$ cat config.mk
export PLATFORM = sky130hd
export DESIGN_NAME = pc_fetch
export DESIGN_NICKNAME = d
export VERILOG_FILES = /design/src/rtl/mips_defs.sv /design/src/rtl/npc_calc.sv /design/src/rtl/pc_fetch.sv
export SDC_FILE = /design/constraint.sdc
export NUM_CORES = 1
export LEC_CHECK = 0
export CORE_AREA = 2 2 152 109
export CTS_CLUSTER_DIAMETER = 120
export DETAILED_ROUTE_END_ITERATION = 6
export DIE_AREA = 0 0 154 111
export PLACE_DENSITY = 0.92
export SYNTH_ARGS = -nofsm -noshare
export SYNTH_HDL_FRONTEND = slang
export SYNTH_SLANG_ARGS = --single-unit
export TNS_END_PERCENT = 50
$ cat constraint.sdc
create_clock -name clk -period 4.5 [get_ports clk]
set_input_delay 0.9 -clock clk [delete_from_list [all_inputs] [get_ports clk]]
set_output_delay 0.9 -clock clk [all_outputs]
set_load 0.02 [all_outputs]
$ cat src/rtl/mips_defs.sv
// Shared MIPS core definitions: fetch address map, next-PC select encodings, exception codes.
// Latency: n/a (constants and a helper function only).
// Backpressure: n/a.
package mips_defs;

    // Fetch address map
    localparam logic [31:0] PC_RESET   = 32'h0000_3000;
    localparam logic [31:0] HANDLER_PC = 32'h0000_4180;
    localparam logic [31:0] IM_LO      = 32'h0000_3000;
    localparam logic [31:0] IM_HI      = 32'h0000_6FFC;

    // D-stage next-PC select encodings
    localparam logic [1:0] NPC_SEQ = 2'd0;
    localparam logic [1:0] NPC_BR  = 2'd1;
    localparam logic [1:0] NPC_J   = 2'd2;
    localparam logic [1:0] NPC_JR  = 2'd3;

    // CP0 exception codes
    localparam logic [4:0] EXC_NONE = 5'd0;
    localparam logic [4:0] EXC_ADEL = 5'd4;

    // A fetch address is legal when word aligned and inside the instruction memory window.
    function automatic logic fetch_addr_bad(input logic [31:0] addr);
        return (addr[1:0] != 2'b00) || (addr < IM_LO) || (addr > IM_HI);
    endfunction

endpackage

$ cat src/rtl/npc_calc.sv
// Computes the D-stage redirect targets (branch, jump, register jump) from D-stage operands.
// Latency: purely combinational, zero cycles.
// Backpressure: none; outputs are always valid for the current inputs.
//
// Ports:
//   pc_D       in  32  PC of the D-stage branch/jump
//   br_off_D   in  32  sign-extended, pre-shifted branch offset
//   j_index_D  in  26  instr_index field of j/jal
//   rs_fwd_D   in  32  forwarded rs value for jr/jalr
//   br_tgt     out 32  pc_D + 4 + br_off_D (modulo 2^32)
//   j_tgt      out 32  {pc_D[31:28], j_index_D, 2'b00}
//   jr_tgt     out 32  rs_fwd_D
module npc_calc
    import mips_defs::*;
(
    input  logic [31:0] pc_D,
    input  logic [31:0] br_off_D,
    input  logic [25:0] j_index_D,
    input  logic [31:0] rs_fwd_D,
    output logic [31:0] br_tgt,
    output logic [31:0] j_tgt,
    output logic [31:0] jr_tgt
);

    // Branch base is the delay-slot address (pc_D + 4); carries past bit 31 are dropped.
    assign br_tgt = pc_D + 32'd4 + br_off_D;

    // Jump stays within the 256 MB region of the branch instruction.
    assign j_tgt  = {pc_D[31:28], j_index_D, 2'b00};

    assign jr_tgt = rs_fwd_D;

endmodule

$ cat src/rtl/pc_fetch.sv
// Fetch-stage PC: holds the architectural PC, picks the next PC, flags AdEL and delay-slot status.
// Latency: pc_F/bd_F/fetch_cnt update on the clock edge; pc8_F/adel_F/exc_code_F are combinational.
// Backpressure: stall holds PC, bd_F and fetch_cnt; exc_req and eret_req override stall.
//
// Ports:
//   clk, reset            single clock, synchronous active-high reset
//   stall                 hazard unit hold request
//   npc_sel_D, br_taken_D, br_off_D, j_index_D, rs_fwd_D, pc_D   D-stage redirect inputs
//   exc_req, eret_req, epc                                      CP0 redirect inputs
//   pc_F, pc8_F           fetch address and link value
//   adel_F, exc_code_F    fetch address error flag and its exception code
//   bd_F                  F-stage instruction sits in a delay slot
//   fetch_cnt             PC advances since reset (wraps)
module pc_fetch
    import mips_defs::*;
(
    input  logic        clk,
    input  logic        reset,
    input  logic        stall,
    input  logic [1:0]  npc_sel_D,
    input  logic        br_taken_D,
    input  logic [31:0] br_off_D,
    input  logic [25:0] j_index_D,
    input  logic [31:0] rs_fwd_D,
    input  logic [31:0] pc_D,
    input  logic        exc_req,
    input  logic        eret_req,
    input  logic [31:0] epc,
    output logic [31:0] pc_F,
    output logic [31:0] pc8_F,
    output logic        adel_F,
    output logic [4:0]  exc_code_F,
    output logic        bd_F,
    output logic [31:0] fetch_cnt
);

    logic [31:0] pc_q, pc_d;
    logic        bd_q, bd_d;
    logic [31:0] cnt_q, cnt_d;

    logic [31:0] br_tgt;
    logic [31:0] j_tgt;
    logic [31:0] jr_tgt;
    logic [31:0] pc_plus4;

    npc_calc u_npc_calc (
        .pc_D      (pc_D),
        .br_off_D  (br_off_D),
        .j_index_D (j_index_D),
        .rs_fwd_D  (rs_fwd_D),
        .br_tgt    (br_tgt),
        .j_tgt     (j_tgt),
        .jr_tgt    (jr_tgt)
    );

    assign pc_plus4 = pc_q + 32'd4;

    // Priority: exc_req > eret_req > stall > D-stage redirect > sequential.
    // Reset sits above all of these in the register block.
    always_comb begin
        pc_d  = pc_q;
        bd_d  = bd_q;
        cnt_d = cnt_q;
        if (exc_req) begin
            pc_d  = HANDLER_PC;
            bd_d  = 1'b0;
            cnt_d = cnt_q + 32'd1;
        end else if (eret_req) begin
            pc_d  = epc;
            bd_d  = 1'b0;
            cnt_d = cnt_q + 32'd1;
        end else if (!stall) begin
            cnt_d = cnt_q + 32'd1;
            // Any branch or jump in D, taken or not, means the next fetch is its delay slot.
            bd_d  = (npc_sel_D != NPC_SEQ);
            case (npc_sel_D)
                NPC_BR:  pc_d = br_taken_D ? br_tgt : pc_plus4;
                NPC_J:   pc_d = j_tgt;
                NPC_JR:  pc_d = jr_tgt;
                default: pc_d = pc_plus4;
            endcase
        end
    end

    always_ff @(posedge clk) begin
        if (reset) begin
            pc_q  <= PC_RESET;
            bd_q  <= 1'b0;
            cnt_q <= 32'd0;
        end else begin
            pc_q  <= pc_d;
            bd_q  <= bd_d;
            cnt_q <= cnt_d;
        end
    end

    // An illegal PC is still presented; the F/D register turns it into a nop via adel_F.
    assign pc_F       = pc_q;
    assign pc8_F      = pc_q + 32'd8;
    assign adel_F     = fetch_addr_bad(pc_q);
    assign exc_code_F = adel_F ? EXC_ADEL : EXC_NONE;
    assign bd_F       = bd_q;
    assign fetch_cnt  = cnt_q;

endmodule
=== Word-level counts from Yosys, hierarchy flattened ===
Cells that the tools add are included.

* Register bits after elaboration: 65
* Input port bits: 162
* Output and inout bits: 103
* Word-level logic and storage cells: 31

* $lt $le $gt $ge: 2
* Reduce and logical (&&, ||, !) cells: 6
* Eq/ne operators: 5
* Mux-type cells: 9
* $add $sub $neg: 5

{| class="wikitable"
|+ Operators with widths
! kind !! count
|-
| two-way mux 32 bit || 6
|-
| case mux 32 bit (3 select lines) || 1
|-
| adder 32 x 3 -> 32 bit (second input constant) || 2
|-
| adder 32 x 1 -> 32 bit (second input constant) || 1
|-
| adder 32 bit || 1
|-
| adder 32 x 4 -> 32 bit (second input constant) || 1
|-
| > comparator 32 x 15 -> 1 bit (second input constant) || 1
|-
| < comparator 32 x 14 -> 1 bit (second input constant) || 1
|-
| two-way mux 15 bit || 1
|-
| == test 2 bit (second input constant) || 2
|-
| nonzero test 2 bit || 2
|-
| two-way mux 3 bit || 1
|-
| != test 3 x 1 -> 1 bit (second input constant) || 1
|-
| OR reduction 3 bit || 1
|-
| == test 2 x 1 -> 1 bit (second input constant) || 1
|-
| logical OR 1 bit || 2
|-
| != test 2 x 1 -> 1 bit (second input constant) || 1
|-
| OR reduction 2 bit || 1
|}

=== Longest topological paths before layout ===
* Word-level depth: 7
* Depth in mapped cells: 12
* Mapped depth without buffers: 12

=== By module ===
A second synthesis with hierarchy kept.

* Cell total of the unflattened synthesis: 1111
* Area, all modules: 8086.5 um^2

{| class="wikitable"
|+ Modules (own cells, without submodules)
! module !! seq. area each (um^2) !! times used !! area an instance (um^2) !! cells an instance
|-
| pc_fetch || 1301.2 || 1 || 5494.0 || 767
|-
| npc_calc || 0.0 || 1 || 2592.5 || 344
|}

=== Worst setup path before layout ===
No wires, ideal clock.

* Path kind: input port to flip-flop
* From: in br_off_D[1]
* To: reg pc_q[19], in the netlist pc_F[19]
* Required time: 4374 ps
* Cell stages on the path: 11
* Arrival time: 3430 ps
* Slack: 944 ps
* Library setup time: 126 ps
* Path buffers: 0
* Path through: ha_1 ha_1 fa_1 a21o_1 a221oi_2 o21ai_2 or3_1 a31o_2 a21oi_1 xor2_1 o21ai_0

* Word-level cells in the longest chain between the ends: 5

{| class="wikitable"
|+ RTL lines
! item !! RTL line !! RTL
|-
| from (decl) || pc_fetch.sv:22 || <nowiki>input logic [31:0] br_off_D,</nowiki>
|-
| adder 32 bit || npc_calc.sv:26 || <nowiki>assign br_tgt = pc_D + 32'd4 + br_off_D;</nowiki>
|-
| two-way mux 32 bit || pc_fetch.sv:77 || <nowiki>NPC_BR: pc_d = br_taken_D ? br_tgt : pc_plus4;</nowiki>
|-
| case mux 32 bit (3 select lines) || pc_fetch.sv:76 || <nowiki>case (npc_sel_D)</nowiki>
|-
| two-way mux 32 bit || pc_fetch.sv:72 || <nowiki>end else if (!stall) begin</nowiki>
|-
| two-way mux 32 bit || pc_fetch.sv:68 || <nowiki>end else if (eret_req) begin</nowiki>
|-
| to (signal assigned) || pc_fetch.sv:91 || <nowiki>pc_q <= pc_d;</nowiki>
|-
| to (decl) || pc_fetch.sv:37 || <nowiki>logic [31:0] pc_q, pc_d;</nowiki>
|}

Every way passes these cells. The select of a mux whose other input is x is not followed.
A chain may end at the register's enable or synchronous reset.

=== Worst setup path after layout ===
* From: reg pc_q[5], in the netlist pc_F[5]
* To: out pc8_F[28]

* Word-level cells in the longest chain between the ends: 1

{| class="wikitable"
|+ RTL lines
! item !! RTL line !! RTL
|-
| adder 32 x 4 -> 32 bit || pc_fetch.sv:99 || <nowiki>assign pc8_F = pc_q + 32'd8;</nowiki>
|-
| to (decl) || pc_fetch.sv:30 || <nowiki>output logic [31:0] pc8_F,</nowiki>
|}

Every way passes these cells.

==> flow_summary_export.csv <==
group,metric,value,unit
synthesis,synth_flop_cell,"dfxtp_1",
synthesis,ys_types,70,
clock_tree,hold_buffers,0,
synthesis,yosysSeqAreaShare,0.183,
worst_hold_path,hold_path_class,"flop to flop",
sta,final-setup-viol-count,0,
synthesis,ys_async_sr_fraction,0,
worst_setup_path,crit_type,"flop to output pin",
clock_tree,ctsRootBufferMaster,"clkbuf_16",
power,power.static_leakage,4.07,nW
clock_tree,worstSkewPairLatency,0.35,ns
drt,dr.pass1.iters,6,
power,power.internal,1.44,mW
sta,worst_pin_slew,0.701,ns
worst_hold_path,min_to,"fetch_cnt[1]",
finish,layout_commonest_cell,"clkdlybuf4s50_1",
power,power_frac_clock,0.315,
finish,areaGrowthSynthToFinish,42.2,%
grt,grt_pass1_wl,45300,um
clock_tree,numClockSinks,65,
floorplan,start_util,0.448,
clock_tree,clockBufferDepth,2,
clock_tree,tritoncts,"yes",
worst_setup_path,cp-start-kind,"flop",
grt,grt.overflow.total,0,
finish,drive_above_1_share,0.0486,
grt,antenna_found_initial,0,
power,ir_drop,0.000177,V
power,p_switching,0.778,mW
floorplan,core,15900,um^2
clock_tree,clk_pin_slew,0.05,ns
sta,fin_crit,4.08,ns
worst_setup_path,endpoint_kind,"output pin",
power,p_sw_frac,0.350,
drt,drt_iter0_drc,1123,
grt,grt_usage,0.335,
finish,fin_util,0.637,
sta,fin_crit_sh,0.908,
synthesis,ys_ff_latch,65,
clock_tree,postCtsSetupBuffers,0,
synthesis,syn-cell-area,7110,um^2
floorplan,die_h,111,um
sta,drv_slew,0,
worst_setup_path,reg2reg_depth,9,
clock_tree,ctsHtreeMaxLevel,3,
drt,wirelength,29000,um
finish,seq_area,1300,um^2
worst_setup_path,r2r_end,"pc_F[28]",
drt,via_per_inst,6.13,
run_status,status,"completed",
power,combPwrFrac,0.399,
worst_setup_path,crit_path_max_fanout,7,
clock_tree,cts_buffers,9,
grt,grt_pass1_vias,8379,
floorplan,die_x,154,um
placement,numPortBuffers,260,
clock_tree,post_cts_resized,0,
finish,layout_common_cells,"clkdlybuf4s50_1, nor2_1, nand2_1",
sta,rsz0062_at_grt,"false",
floorplan,ios,265,
power,seqPwrFrac,0.286,
worst_hold_path,hp-start,"fetch_cnt[1]",
placement,dp_hpwl,23300,um
flow_run,maxCapViolations,0,
sta,clock.fmax,0.245,GHz
sta,setup-tns-final,0,ns
synthesis,synth-edff-count,0,
drt,drc_errors,0,
finish,multi_input_area,5400,um^2
sta,finalClockSkew,0.00324,ns
worst_setup_path,cp.arrival,3.18,ns
sta,slew_headroom,0.529,
floorplan,die_area,17100,um^2
grt,grt_max_degree,39,
worst_setup_path,rrSetupSlack,1.71,ns
finish,fillerInstances,1366,
synthesis,yosys_warnings,0,
worst_hold_path,hold_depth,2,
floorplan,rows,39,
drt,final_antenna_net_count,0,
drt,num_vias,8703,
placement,gp_congestion,0.936,
drt,routedWlPerCell,20.4,um
worst_setup_path,cp.required,3.60,ns
finish,diodes,0,
sta,hold_viol,0,
finish,fin_nets,1436,
synthesis,syn_inst,981,
synthesis,avgSynthCellArea,7.24,um^2
power,cellPowerDensity,220,nW/um^2
worst_setup_path,timing.rr.start,"pc_F[2]",
## flip-flops by register name, indices dropped and copies added, names as in the netlist, named ones only
name       flops
pc_F          30
bd_F           1
fetch_cnt     32
## kinds of logic after synthesis
kind of cell               count (synthesis)  share of synthesized area
muxes                                     16                     0.0243
other                                      1                   0.000528
AOI/OAI and AO/OA                        267                      0.236
adders and majority gates                 65                      0.116
buffers and inverters                     93                     0.0592
and+or+nand+nor                          370                      0.253
DFF                                       65                      0.183
xor gates and xnor gates                 104                      0.128
## final cells by class
class                           instances  area share
Inverter                               25     0.00929
Multi-Input combinational cell        826       0.534
Clock buffer                           14      0.0281
Sequential cell                        65       0.129
Tap cell                              205      0.0254
Clock inverter                          2    0.000991
Timing Repair Buffer                  282       0.273
## power groups by stage
stage / clock (mW) / combinational [mW] / sequential, mW
after detailed placement: 0 / 0.865 / 0.646
after floorplan: 0 / 0.494 / 0.648
after CTS: 0.699 / 0.871 / 0.634
after global routing: 0.731 / 0.952 / 0.638
final: 0.699 / 0.886 / 0.636
after global placement: 0 / 0.853 / 0.645
## through the flow
step           setup slack, ns  cells  power [mW]  hold WS (ns)  cell area [um^2]
6_report                 0.415   1419        2.22         0.489             10100
5_1_grt                  0.246   1419        2.32         0.533             10100
4_1_cts                  0.441   1419        2.20         0.488             10100
3_5_place_dp             0.217   1403        1.51         0.481              9810
3_3_place_gp             0.357   1403        1.50         0.474              9810
2_1_floorplan            0.944    984        1.14         0.554              7120
## synth_stat cells, types with 14 or more instances
cell type,count,area share
dfxtp_1,65,0.18
ha_1,64,0.11
o211ai_1,15,0.016
xor2_1,47,0.058
nand4_1,14,0.012
nor2_1,110,0.058
clkbuf_1,36,0.019
xnor2_1,57,0.070
and3_1,26,0.023
a21o_1,21,0.022
mux2i_1,15,0.021
inv_1,24,0.013
nor3_1,14,0.0099
o21ai_0,63,0.044
buf_2,14,0.0099
nand3_1,36,0.025
a21oi_1,86,0.061
nand2_1,109,0.058
## how the worst max path moves through the flow
stage	depth (start not counted)	startpoint	endpoint	slack, ns
3_3_place_gp	12	br_off_D[1]	pc_F[19]	0.36
3_5_place_dp	12	br_off_D[1]	pc_F[19]	0.22
4_1_cts	10	pc_F[5]	pc8_F[28]	0.44
6_report	10	pc_F[5]	pc8_F[28]	0.42
5_1_grt	10	pc_F[5]	pc8_F[30]	0.25
2_1_floorplan	11	br_off_D[1]	pc_F[19]	0.94
## worst max-delay path, stage by stage (launching register included)
cell and delay, ns:
dfxtp_1 0.49, nand3_1 0.20, or2_2 0.36, nor3_1 0.21, buf_4 0.18, nand2_1 0.09, nor2_1 0.24, nand2_1 0.16
nor2_1 0.15, xor2_1 0.15, clkdlybuf4s50_1 0.61
## metal layers
metal | GRT usage | up-vias | wire, um
met5 | 0 | - | 0
li1 | - | 3976 | -
met1 | 0.436 | 3997 | 11800
met3 | 0.106 | 113 | 3650
met4 | 0.118 | 0 | 1140
met2 | 0.522 | 617 | 12400
(Power assumes the default switching activity.)
